===== src/rtl/decimal_key_bcd_encoder_pkg.sv =====
// -----------------------------------------------------------------------------
// decimal_key_bcd_encoder_pkg
//
// Shared definitions for the decimal keypad encoder:
//   - BCD_W      : width of the BCD digit code (4)
//   - KEY_COUNT  : number of decimal key lines (10, bit k = digit k)
//   - CNT_W      : width of the debounce / release counter (8)
//   - state_t    : encoder FSM state encoding
// -----------------------------------------------------------------------------
package decimal_key_bcd_encoder_pkg;

  localparam int BCD_W     = 4;
  localparam int KEY_COUNT = 10;
  localparam int CNT_W     = 8;

  typedef enum logic [1:0] {
    ST_IDLE         = 2'd0,  // waiting for a key press
    ST_DEBOUNCE     = 2'd1,  // single key seen, counting stable cycles
    ST_OUTPUT       = 2'd2,  // digit presented, waiting for the consumer
    ST_WAIT_RELEASE = 2'd3   // waiting for all keys released and stable
  } state_t;

endpackage : decimal_key_bcd_encoder_pkg


===== src/rtl/decimal_key_bcd_encoder_key_sync_2ff.sv =====
// -----------------------------------------------------------------------------
// key_sync_2ff
//
// Parameterized-width two-flop synchronizer for quasi-static inputs that are
// asynchronous to clk. Each bit is synchronized independently; a bit changing
// near the clock edge may land one cycle later than its neighbours, which the
// downstream debounce logic tolerates.
//
// Ports:
//   clk    in   sampling clock
//   rst_n  in   asynchronous active-low reset, clears both flop stages
//   d      in   [WIDTH-1:0] asynchronous input vector
//   q      out  [WIDTH-1:0] synchronized vector (two clk edges of latency)
// -----------------------------------------------------------------------------
module key_sync_2ff #(
  parameter int WIDTH = 10
) (
  input  logic             clk,
  input  logic             rst_n,
  input  logic [WIDTH-1:0] d,
  output logic [WIDTH-1:0] q
);

  logic [WIDTH-1:0] meta_q;
  logic [WIDTH-1:0] sync_q;

  // NOTE: sequential state is written with non-blocking assignments so that
  // sync_q picks up the previous meta_q value, forming a true two-stage chain.
  always_ff @(posedge clk or negedge rst_n) begin
    if (!rst_n) begin
      meta_q <= '0;
      sync_q <= '0;
    end else begin
      meta_q <= d;
      sync_q <= meta_q;
    end
  end

  assign q = sync_q;

endmodule : key_sync_2ff


===== src/rtl/decimal_key_bcd_encoder.sv =====
// -----------------------------------------------------------------------------
// decimal_key_bcd_encoder
//
// Debounced encoder for a 10-line decimal keypad. A single key held stable
// for DEBOUNCE_CYCLES synchronized cycles is converted to its BCD digit and
// presented with a valid/ready handshake. Simultaneous presses raise a
// one-cycle multi_err pulse. After each press (accepted or rejected as
// multiple) all keys must read released for DEBOUNCE_CYCLES consecutive
// cycles before a new press is considered.
//
// Parameters:
//   DEBOUNCE_CYCLES  stable cycles needed to accept a press or a release,
//                    legal range 1..255
//
// Ports:
//   clk        in   single clock, all state on the rising edge
//   rst_n      in   asynchronous active-low reset (deassertion synchronized
//                   externally)
//   key_in     in   [9:0] raw active-high key lines, asynchronous to clk
//   bcd_out    out  [3:0] last accepted digit (0..9), held after valid clears
//   bcd_valid  out  bcd_out holds a digit not yet taken by the consumer
//   bcd_ready  in   consumer takes the digit on an edge where bcd_valid=1
//   multi_err  out  one-cycle pulse: several keys seen at press start
//   busy       out  encoder FSM is not idle
// -----------------------------------------------------------------------------
module decimal_key_bcd_encoder
  import decimal_key_bcd_encoder_pkg::*;
#(
  parameter int DEBOUNCE_CYCLES = 4
) (
  input  logic                 clk,
  input  logic                 rst_n,
  input  logic [KEY_COUNT-1:0] key_in,
  output logic [BCD_W-1:0]     bcd_out,
  output logic                 bcd_valid,
  input  logic                 bcd_ready,
  output logic                 multi_err,
  output logic                 busy
);

  // Terminal count shared by the press debounce and the release window.
  localparam logic [CNT_W-1:0] DEB_LAST = CNT_W'(DEBOUNCE_CYCLES - 1);

  // ---------------------------------------------------------------------------
  // One-hot key vector to BCD index. Only called on a vector already known to
  // be one-hot, so the highest set bit is the digit.
  // ---------------------------------------------------------------------------
  function automatic logic [BCD_W-1:0] onehot_to_bcd(
    input logic [KEY_COUNT-1:0] keys
  );
    logic [BCD_W-1:0] idx;
    idx = '0;
    for (int i = 0; i < KEY_COUNT; i++) begin
      if (keys[i]) idx = BCD_W'(i);
    end
    return idx;
  endfunction

  // ---------------------------------------------------------------------------
  // Input synchronization
  // ---------------------------------------------------------------------------
  logic [KEY_COUNT-1:0] sync_keys;

  key_sync_2ff #(
    .WIDTH (KEY_COUNT)
  ) u_key_sync (
    .clk   (clk),
    .rst_n (rst_n),
    .d     (key_in),
    .q     (sync_keys)
  );

  // Exactly-one / any-key decode of the synchronized vector. Clearing the
  // lowest set bit leaves zero only when a single bit was set.
  logic key_any;
  logic key_one;

  assign key_any = |sync_keys;
  assign key_one = key_any &&
                   ((sync_keys & (sync_keys - KEY_COUNT'(1))) == '0);

  // ---------------------------------------------------------------------------
  // FSM and datapath registers
  // ---------------------------------------------------------------------------
  state_t               state_q,     state_d;
  logic [CNT_W-1:0]     cnt_q,       cnt_d;
  logic [KEY_COUNT-1:0] captured_q,  captured_d;
  logic [BCD_W-1:0]     bcd_out_q,   bcd_out_d;
  logic                 bcd_valid_q, bcd_valid_d;
  logic                 multi_err_q, multi_err_d;

  // NOTE: every register here is a plain flop (no memory arrays), so all of
  // them are cleared by the asynchronous reset; a reset mid-press therefore
  // discards any captured key or pending digit.
  always_ff @(posedge clk or negedge rst_n) begin
    if (!rst_n) begin
      state_q     <= ST_IDLE;
      cnt_q       <= '0;
      captured_q  <= '0;
      bcd_out_q   <= '0;
      bcd_valid_q <= 1'b0;
      multi_err_q <= 1'b0;
    end else begin
      state_q     <= state_d;
      cnt_q       <= cnt_d;
      captured_q  <= captured_d;
      bcd_out_q   <= bcd_out_d;
      bcd_valid_q <= bcd_valid_d;
      multi_err_q <= multi_err_d;
    end
  end

  // NOTE: each signal driven here gets a default before the case statement so
  // that no path leaves it unassigned, which would otherwise infer a latch.
  always_comb begin
    state_d     = state_q;
    cnt_d       = cnt_q;
    captured_d  = captured_q;
    bcd_out_d   = bcd_out_q;
    bcd_valid_d = bcd_valid_q;
    multi_err_d = 1'b0;

    unique case (state_q)
      ST_IDLE: begin
        cnt_d = '0;
        if (key_one) begin
          captured_d = sync_keys;
          state_d    = ST_DEBOUNCE;
        end else if (key_any) begin
          // Two or more keys at press start: flag once, then wait them out.
          multi_err_d = 1'b1;
          state_d     = ST_WAIT_RELEASE;
        end
      end

      ST_DEBOUNCE: begin
        if (sync_keys != captured_q) begin
          // Bounce, release or extra key before the press is stable: drop it
          // silently and start over.
          cnt_d   = '0;
          state_d = ST_IDLE;
        end else if (cnt_q == DEB_LAST) begin
          bcd_out_d   = onehot_to_bcd(captured_q);
          bcd_valid_d = 1'b1;
          cnt_d       = '0;
          state_d     = ST_OUTPUT;
        end else begin
          cnt_d = cnt_q + CNT_W'(1);
        end
      end

      ST_OUTPUT: begin
        // The digit is committed: key activity is ignored until it is taken.
        if (bcd_ready) begin
          bcd_valid_d = 1'b0;
          cnt_d       = '0;
          state_d     = ST_WAIT_RELEASE;
        end
      end

      ST_WAIT_RELEASE: begin
        if (key_any) begin
          cnt_d = '0;
        end else if (cnt_q == DEB_LAST) begin
          cnt_d   = '0;
          state_d = ST_IDLE;
        end else begin
          cnt_d = cnt_q + CNT_W'(1);
        end
      end

      default: begin
        cnt_d   = '0;
        state_d = ST_IDLE;
      end
    endcase
  end

  // ---------------------------------------------------------------------------
  // Outputs
  // ---------------------------------------------------------------------------
  assign bcd_out   = bcd_out_q;
  assign bcd_valid = bcd_valid_q;
  assign multi_err = multi_err_q;
  assign busy      = (state_q != ST_IDLE);

endmodule : decimal_key_bcd_encoder


===== config.mk =====
export PLATFORM = sky130hd
export DESIGN_NAME = decimal_key_bcd_encoder
export DESIGN_NICKNAME = d
export VERILOG_FILES = /design/src/rtl/decimal_key_bcd_encoder_pkg.sv /design/src/rtl/decimal_key_bcd_encoder_key_sync_2ff.sv /design/src/rtl/decimal_key_bcd_encoder.sv
export SDC_FILE = /design/constraint.sdc
export NUM_CORES = 1
export LEC_CHECK = 0
export ABC_CLOCK_PERIOD_IN_PS = 3100
export CAP_MARGIN = 20
export CORE_ASPECT_RATIO = 1.4
export CORE_MARGIN = 2
export CORE_UTILIZATION = 55
export DETAILED_ROUTE_END_ITERATION = 8
export PLACE_DENSITY = 0.78
export RECOVER_POWER = 100
export SETUP_SLACK_MARGIN = 0.1
export SYNTH_ARGS = -nofsm -noshare
export SYNTH_HDL_FRONTEND = slang
export SYNTH_SLANG_ARGS = --single-unit

===== constraint.sdc =====
create_clock -name clk -period 3.1 [get_ports clk]
set_clock_uncertainty 0.2 [all_clocks]
set_input_delay 0.31 -clock clk [delete_from_list [all_inputs] [get_ports clk]]
set_output_delay 0.31 -clock clk [all_outputs]
set_load 0.01 [all_outputs]

### Word-level counts from Yosys, hierarchy flattened

Cells that the tools add are included.

* register bits: 46
* bits of input ports: 13
* output and inout port bits: 7
* logic and storage cells: 63

* add/sub/neg operators: 2
* eq/ne operators: 12
* multiplexer cells: 29
* bitwise logic cells: 2
* reductions and logical operators: 10

Operators by type and width (number)
* 2-to-1 mux 4 bit: 8
* 2-to-1 mux 8 bit: 4
* one-hot mux 8 bit (4 select lines): 1
* 2-to-1 mux 2 bit: 7
* AND 10 bit: 1
* zero test 10 bit: 1
* inequality test 10 bit: 1
* inequality test 2 bit, second input constant: 5
* OR reduction 10 bit: 1
* subtractor 10 x 1 -> 10 bit, second input constant: 1
* adder 8 x 1 -> 8 bit, second input constant: 1
* equality test 8 x 2 -> 1 bit, second input constant: 1
* one-hot mux 2 bit (4 select lines): 1
* 2-to-1 mux 1 bit: 7
* inequality test 3 bit, second input constant: 2
* AND reduction 5 bit: 1
* equality test 2 bit, second input constant: 2
* AND reduction 4 bit: 1
* nonzero test 2 bit: 2
* AND reduction 3 bit: 1
* equality test 2 x 1 -> 1 bit, second input constant: 1
* zero test 2 bit: 1
* one-hot mux 1 bit (2 select lines): 1
* AND reduction 2 bit: 1
* other kinds (2): 2

### Depth between registers and ports, before layout

Gate-level depths: netlist of the first run.

* depth after elaboration: 9
* gate-level depth with buffers: 7

### Modules after synthesis

Synthesis of the first run repeated with hierarchy kept, for this count alone.

* cell total of the unflattened synthesis: 168
* area total of the unflattened synthesis: 1951.9 µm²

Modules (own cells, without submodules)
* decimal_key_bcd_encoder: times used 1, cells each 148, area an instance 1451.4 µm²
* key_sync_2ff: times used 1, cells each 20, area an instance 500.5 µm²

### Worst setup path before layout of the first run

OpenSTA, ideal clock, no wires.

* path type: register -> register
* start: register u_key_sync.sync_q[2] (netlist: u_key_sync.q[2])
* end: register captured_q[0]
* setup time: 0.125 ns
* arrival: 2.000 ns
* required time: 2.775 ns
* setup slack: 0.775 ns
* stages on the path, launching flop included: 8
* period minus slack after synthesis: 2.325 ns
* path through: dfrtp_1 -> or4_4 -> o31ai_1 -> a21oi_1 -> o2bb2ai_2 -> nand4b_1 -> buf_6 -> mux2_4

* cells in the longest elaborated chain, start to end: 5

RTL lines
* from (decl): line decimal_key_bcd_encoder_key_sync_2ff.sv:25 `logic [WIDTH-1:0] sync_q;`
* from (signal assigned): line decimal_key_bcd_encoder_key_sync_2ff.sv:35 `sync_q <= meta_q;`
* subtractor 10 x 1 -> 10 bit: line decimal_key_bcd_encoder.sv:80 `((sync_keys & (sync_keys - KEY_COUNT'(1))) == '0);`
* AND 10 bit: line decimal_key_bcd_encoder.sv:80
* zero test 10 bit: line decimal_key_bcd_encoder.sv:80
* logical AND 1 bit (*): line decimal_key_bcd_encoder.sv:79 `assign key_one = key_any &&`
* AND reduction 2 bit (no source line) (*)
* to (signal assigned): line decimal_key_bcd_encoder.sv:106 `captured_q <= captured_d;`
* to (decl): line decimal_key_bcd_encoder.sv:87 `logic [KEY_COUNT-1:0] captured_q, captured_d;`

Mark *: on every way between the ends. The rest lies on a longest branch, timed or not.
A chain may end at the register's enable or synchronous reset.

### Worst setup path in the final report of the first run

* start: register u_key_sync.sync_q[2] (netlist: u_key_sync.q[2])
* end: register captured_q[5]

Same word-level chain as after synthesis.

==> key figures, run 1 <==
Hold path
  • Min-Delay Path Class: flip-flop to flip-flop
  • Worst hold start: u_key_sync.meta_q[3]
  • Worst Hold End: u_key_sync.q[3]
  • Worst hold path depth: 0

STA
  • Final setup viols: 0
  • Fmax: 365 MHz
  • Final min period: around 2.7 ns
  • Worst slew margin: 29.1%
  • Post-route setup TNS: 0 ns
  • Final Hold Vio Count: 0
  • Least-Margin Pin Slew: roughly 1.1 ns
  • Fin crit share: 88.4%
  • Final WS setup: 0.360 ns
  • Final max-slew violation count: 0
  • RSZ-0062 raised after global routing: false

GRT
  • Vias in the first global route: 1398
  • Initial antenna violation count: 0
  • Pin count of the biggest net entering global routing: 47
  • GRT overflow: 0
  • Tot GR Track Use: 20.7%
  • First-pass GRT wire length: 5.86 mm

Critical path
  • Worst Setup End Kind: flip-flop
  • Worst EP required: ~3.1 ns
  • Worst Reg2Reg Path Length in Cells: 7
  • Crit start category: flip-flop
  • Critical path class: flip-flop to flip-flop
  • Reg-to-Reg Start: u_key_sync.q[2]
  • Crit Path Max Fanout: 10
  • RR Endpoint: captured_q[5]
  • Reg2Reg Setup Slack: 0.36 ns
  • Arr. time, crit path: 2.73 ns

Power and ir drop
  • Worst vdd ir: 0.421 mV
  • Cell Pwr Density: 484 mW/mm2
  • Leakage power: around 1.0 nW

Clock network
  • CTS Buf Count: 5
  • CTS H-tree lvls: 2
  • Maximum clock insertion buffer count: 2
  • CTS Sinks: 46
  • Latest clock arrival within the worst-skew pair: 0.31 ns
  • Cts repair resizes: 0
  • Clock transition at the registers of the reported paths: ~0.090 ns
  • Root Buffer: clkbuf_8
  • CTS tree: done

Finish
  • Non-filler instance count after layout: 234
  • P&R area growth vs syn: 15.1%
  • N_diodes: 0
  • Area of the multi-input gates: just over 700 um2
  • Storage element area: 0.00115 mm2
  • Filler Cells Inserted: approximately 280
  • Design area: 0.00225 mm2
  • Final layout net count: a little over 200
  • Share of layout cells above drive strength 1: 7.22%

Synth
  • Mean Syn Cell Area: between 10 and 15 um2
  • Synth cell types: 34
  • Simple-Gate Fraction of Synth Area: between 10% and 20%
  • Number of flops mapped to enable cells by yosys: 0
  • Mapped Nets: 179
  • XOR/XNOR share of the synthesized area: 5.37%
  • Syn. warnings: 0
  • Most used DFF post-synth: dfrtp_1
  • Synth Area in Adders: 1.15%
  • Seq/Total Area, Yosys: 58.8%
  • Synth Area in Compound Gates: 10.3%
  • Mapped Area: 0.00196 mm2
  • #FFs+latches synth: 46
  • Post-synthesis mux area share: 9.33%
  • Main combinational cell family by area after synthesis: simple AND/OR/NAND/NOR gates
  • Mapped Cells: about 170
  • Asr flop ratio synth: 100%

Detailed routing
  • Via-to-Cell Ratio: 5.83
  • Drt drc: 0
  • DRT iter0 DRCs: 32
  • Pre-Repair DR Iteration Count: 4
  • Routed WL: 3.54 mm
  • Post-route ant nets: 0
  • Vias: 1364
  • Routed len/inst: 15.1 um

Flow run
  • MaxCap Viol Count: 0

Placed design
  • DP Cell Count: 225
  • Post-place setup slack: between 0.5 and 0.6 ns
  • Dpl cell area: 0.00220 mm2
  • Hpwl dp: 2.58 mm
  • Final GP Congestion: 0.918
  • Port buffer count: 19

Outcome
  • Status: complete, no violations

Floorplanning
  • # IOs: 20
  • Die X: ~54 um
  • Die Ht: 74.6 um
  • Die footprint: 0.00406 mm2
  • Site Rows: 25
  • Core area: 0.00338 mm2
  • Starting Density: 58.0%
[report_power, final]
group,internal [mW],total [mW],switching (mW)
clock,0.168,0.387,0.219
sequential,0.619,0.638,0.0190
combinational,0.0309,0.0650,0.0341
total,0.819,1.09,0.272
[critical path, stage by stage (launching register included)]
cell       delay, ns
dfrtp_1         0.43
or4_1           0.61
a211oi_1        0.31
a21oi_1         0.09
o2bb2ai_1       0.25
nand4b_1        0.12
clkbuf_2        0.25
mux2_1          0.37
[registers in the layout, summed over array words and instances (netlist names)]
register,cells
bcd_out,4
bcd_valid,1
captured_q,10
cnt_q,8
multi_err,1
state_q,2
u_key_sync.meta_q,10
u_key_sync.q,10
[cell usage in the layout, fill, tap and decap left out, types with 2 or more instances in the layout]
cell type	count
inv_1	9
o31ai_1	2
nor2_1	10
a21oi_1	11
or4_1	2
xor2_1	10
dfrtp_1	46
nand4_1	2
clkbuf_8	5
mux2_1	9
nor4_1	2
mux2_2	2
nor3_1	5
o21bai_1	2
or3_1	4
nand2b_1	2
o21ai_0	11
a21o_1	2
xnor2_1	2
clkbuf_2	2
nand3_1	8
dlygate4sd3_1	18
nand2_1	10
[how the worst max path moves through the flow]
| stage | startpoint | end | slack, ns | cells after the start |
|---|---|---|---|---|
| after floorplan | u_key_sync.q[2] | captured_q[0] | 0.78 | 7 |
| after global placement | u_key_sync.q[2] | captured_q[4] | 0.70 | 7 |
| after detailed placement | u_key_sync.q[2] | captured_q[5] | 0.58 | 7 |
| after CTS | u_key_sync.q[2] | captured_q[5] | 0.55 | 7 |
| after global routing | u_key_sync.q[2] | captured_q[5] | 0.27 | 7 |
| final | u_key_sync.q[2] | captured_q[5] | 0.36 | 7 |
[cell usage after synthesis (2+ instances only)]
cell type,number,area [um2]
nor2_1,10,37.5
o31ai_1,2,15.0
xnor2_1,2,17.5
or3_1,4,25.0
nand3_1,8,40.0
inv_1,9,33.8
nand2_1,10,37.5
dfrtp_1,46,1150
mux2_2,2,22.5
a21oi_1,11,55.1
nand4_1,2,12.5
mux2_4,10,150
nand2b_1,2,12.5
o21bai_1,2,15.0
nor3_1,5,25.0
a21o_1,2,15.0
xor2_1,10,87.6
o21ai_0,11,55.1
nor4_1,2,12.5
[final cells by class]
cell class / instances / area share (%)
clock inverters: 3 / 1.28
repair buffers: 22 / 9.05
inverters: 9 / 1.50
clock buffers: 5 / 3.05
flip-flops and latches: 46 / 51.1
well taps: 40 / 2.22
multi-input cells: 109 / 31.9
[logic make-up after synthesis]
kind of cell,count (synthesis)
AND/OR/NAND/NOR,49
flip-flops,46
AO/OA/AOI/OAI,33
multiplexers,13
XOR/XNOR,12
buffers and inverters,10
adder cells (fa/ha/maj),2
[metrics by stage]
stage	hold slack, ns	total power, mW	utilization (%)
after floorplan	-0.186	0.678	-
after CTS	0.155	1.11	68.2
after detailed placement	0.135	0.721	65.0
after global routing	0.148	1.14	66.7
after global placement	0.132	0.716	65.0
final	0.152	1.09	66.7
[what timing repair did]
item / in CTS / in global routing
setup buffers: 0 / 0
hold buffers: 1 / 0
endpoints found under the hold margin: 46 / 0
[per-layer routing]
metal / part of all wire (%) / up-vias / track usage, %
li1: - / 646 / -
met1: 38 / 655 / 20.7
met2: 52 / 46 / 35.7
met3: 4.7 / 17 / 5.62
met4: 5.1 / 0 / 14.7
met5: 0 / - / 0
Note: power is estimated with default switching activity, not from simulation.
==> run 2, diff against run 1 <==
- CORE_ASPECT_RATIO: 1.4 -> unset
- DONT_BUFFER_PORTS: unset -> 1
- PLACE_DENSITY: 0.78 -> 0.7
==> run 2 against run 1 <==
Compared with the run above:
- critical path depth did not move
- fmax is 2.3% higher
- routed wire length decreased by 6.5%
- clock power decreased by 6.2%
- non-clock buffer count shrank 7
- hold slack worse by 0.11 ns
- sequential share of layout area rose by 1.4 points
- die area shrank 0.18%
- cell count fell by 0.43%
- sequential cell count unchanged
- first-iteration DRC count grew to 2.8 times the previous value
- design area is 2.7% lower
==> key figures, run 2 (synthesis results as in run 1) <==
Power and ir drop
  • Clock share of power: between 30 and 40%
  • Int Pwr: 0.820 mW
  • Sequential share of power: 60.3%
  • Comb pwr share: 5.6%
  • Leakage power: 0.969 nW
  • Switching power: around 0.24 mW
  • Worst vdd ir: 0.375 mV
  • Cell Pwr Density: 485 mW/mm2
  • Sw frac: 22.9%
  • Power after layout: 1.06 mW

Critical path
  • Worst setup path startpoint: u_key_sync.q[3]
  • Worst EP required: 3.15 ns
  • Arr. time, crit path: between 2 and 3 ns
  • Worst Reg2Reg Path Length in Cells: 7
  • Critical path class: flip-flop to flip-flop
  • Crit start category: flip-flop
  • RR Endpoint: captured_q[9]
  • Reg2Reg Setup Slack: 0.42 ns
  • Reg-to-Reg Start: u_key_sync.q[3]
  • Worst setup path end: captured_q[9]
  • Crit Path Max Fanout: 10
  • Worst Setup End Kind: flip-flop

Clock network
  • CTS Buf Count: 5
  • Latest clock arrival within the worst-skew pair: 0.35 ns
  • CTS H-tree lvls: 2
  • Post-CTS setup buffers: 0
  • Cts repair resizes: 0
  • Clock transition at the registers of the reported paths: 0.13 ns
  • CTS tree: done
  • CTS Sinks: 46
  • Maximum clock insertion buffer count: 2
  • Post-CTS Hold Buffers: 13
  • Root Buffer: clkbuf_4

Detailed routing
  • Vias: 1300
  • Post-route ant nets: 0
  • Via-to-Cell Ratio: approximately 5.6
  • Pre-Repair DR Iteration Count: 4
  • DRT iter0 DRCs: between 80 and 90
  • Drt drc: 0
  • Routed WL: 3.31 mm
  • Routed len/inst: 14.2 um

Finish
  • Design area: 0.00219 mm2
  • N_diodes: 0
  • Storage element area: ~0.0012 mm2
  • Most frequent cells in the layout: 46 x dfrtp_1, 12 x dlygate4sd3_1, 11 x o21ai_0, 11 x a21oi_1
  • Area of the multi-input gates: 722 um2
  • Share of layout cells above drive strength 1: 8.02%
  • Most common cell after layout, fill and taps aside: dfrtp_1
  • Filler Cells Inserted: 274
  • Final layout net count: 200
  • P&R area growth vs syn: 12.1%

Floorplanning
  • Die footprint: 0.00405 mm2
  • # IOs: 20
  • Starting Density: 57.8%
  • Die X: 63.7 um
  • Site Rows: 21
  • Die Ht: 63.7 um
  • Core area: between 0.003 and 0.004 mm2

GRT
  • Vias in the first global route: 1370
  • First-pass GRT wire length: 5.95 mm
  • Pin count of the biggest net entering global routing: 47
  • Tot GR Track Use: approximately a fifth
  • GRT overflow: 0
  • Initial antenna violation count: 0

STA
  • RSZ-0062 raised after global routing: false
  • Final max-slew violation count: 0
  • Final Hold Vio Count: 0
  • Final setup viols: 0
  • Fmax: ~370 MHz
  • Hold slack final: 0.0445 ns
  • Least-Margin Pin Slew: ~0.54 ns
  • Post-route setup TNS: 0 ns
  • Worst slew margin: around 64%
  • Final min period: 2.68 ns
  • Fin crit share: 86.4%

Placed design
  • Hpwl dp: between 2 and 2.5 mm
  • Dpl cell area: 0.00202 mm2
  • Final GP Congestion: around 0.79
  • Port buffer count: 0

Outcome
  • Status: complete, no violations

Hold path
  • Min-Delay Path Class: input pin to flip-flop

Flow run
  • MaxCap Viol Count: 0
run 2: cell types whose count changed in the layout (fill, tap and decap cells not counted), sizes merged:
cell,delta
clkbuf,-1
bufinv,+1
inv,-1
dlygate4sd3,-6
buf,+1
clkdlybuf4s50,-1
run 2: layer usage:
layer	part of all wire, %	track usage, %
met5	0	0
met2	51	32.5
met3	3.4	5.36
met1	44	23.5
met4	1.5	7.61
run 2: stage by stage:
step / setup WS (ns) / std cells / util, %
6_report: 0.421 / 233 / 64.7
5_1_grt: 0.265 / 233 / 64.7
4_1_cts: 0.616 / 233 / 66.1
3_5_place_dp: 0.636 / 212 / 59.6
3_3_place_gp: 0.691 / 212 / 59.6
2_1_floorplan: 0.775 / 165 / -
run 2: layout make-up:
type	instances	share of cell area [%]
inverter	9	1.54
clock buffer	5	1.71
clock inverter	3	2.00
sequential	46	52.5
multi-input combinational	109	32.9
timing repair buffer	15	6.78
tap	46	2.62
run 2: critical path, cell delays in order (launching register included):
cell       delay [ns]
dfrtp_1          0.47
or4_1            0.60
o31ai_1          0.23
a21oi_1          0.09
o2bb2ai_1        0.25
nand4b_1         0.13
clkbuf_2         0.25
mux2_1           0.36
run 2: power groups by stage:
stage / clock network [mW] / registers [mW] / logic (mW)
3_5_place_dp: 0 / 0.654 / 0.0356
6_report: 0.363 / 0.641 / 0.0599
4_1_cts: 0.372 / 0.642 / 0.0620
2_1_floorplan: 0 / 0.647 / 0.0305
5_1_grt: 0.404 / 0.645 / 0.0691
3_3_place_gp: 0 / 0.652 / 0.0343
run 2: worst min path at each step:
stage / start / endpoint / slack [ns] / depth (start not counted)
after floorplan: rst_n / bcd_out[0] / -0.19 / 0
after global placement: rst_n / captured_q[3] / -0.18 / 0
after detailed placement: rst_n / captured_q[4] / -0.18 / 0
after CTS: bcd_ready / cnt_q[7] / 0.03 / 3
after global routing: bcd_ready / cnt_q[6] / 0.03 / 3
final: bcd_ready / cnt_q[6] / 0.04 / 3
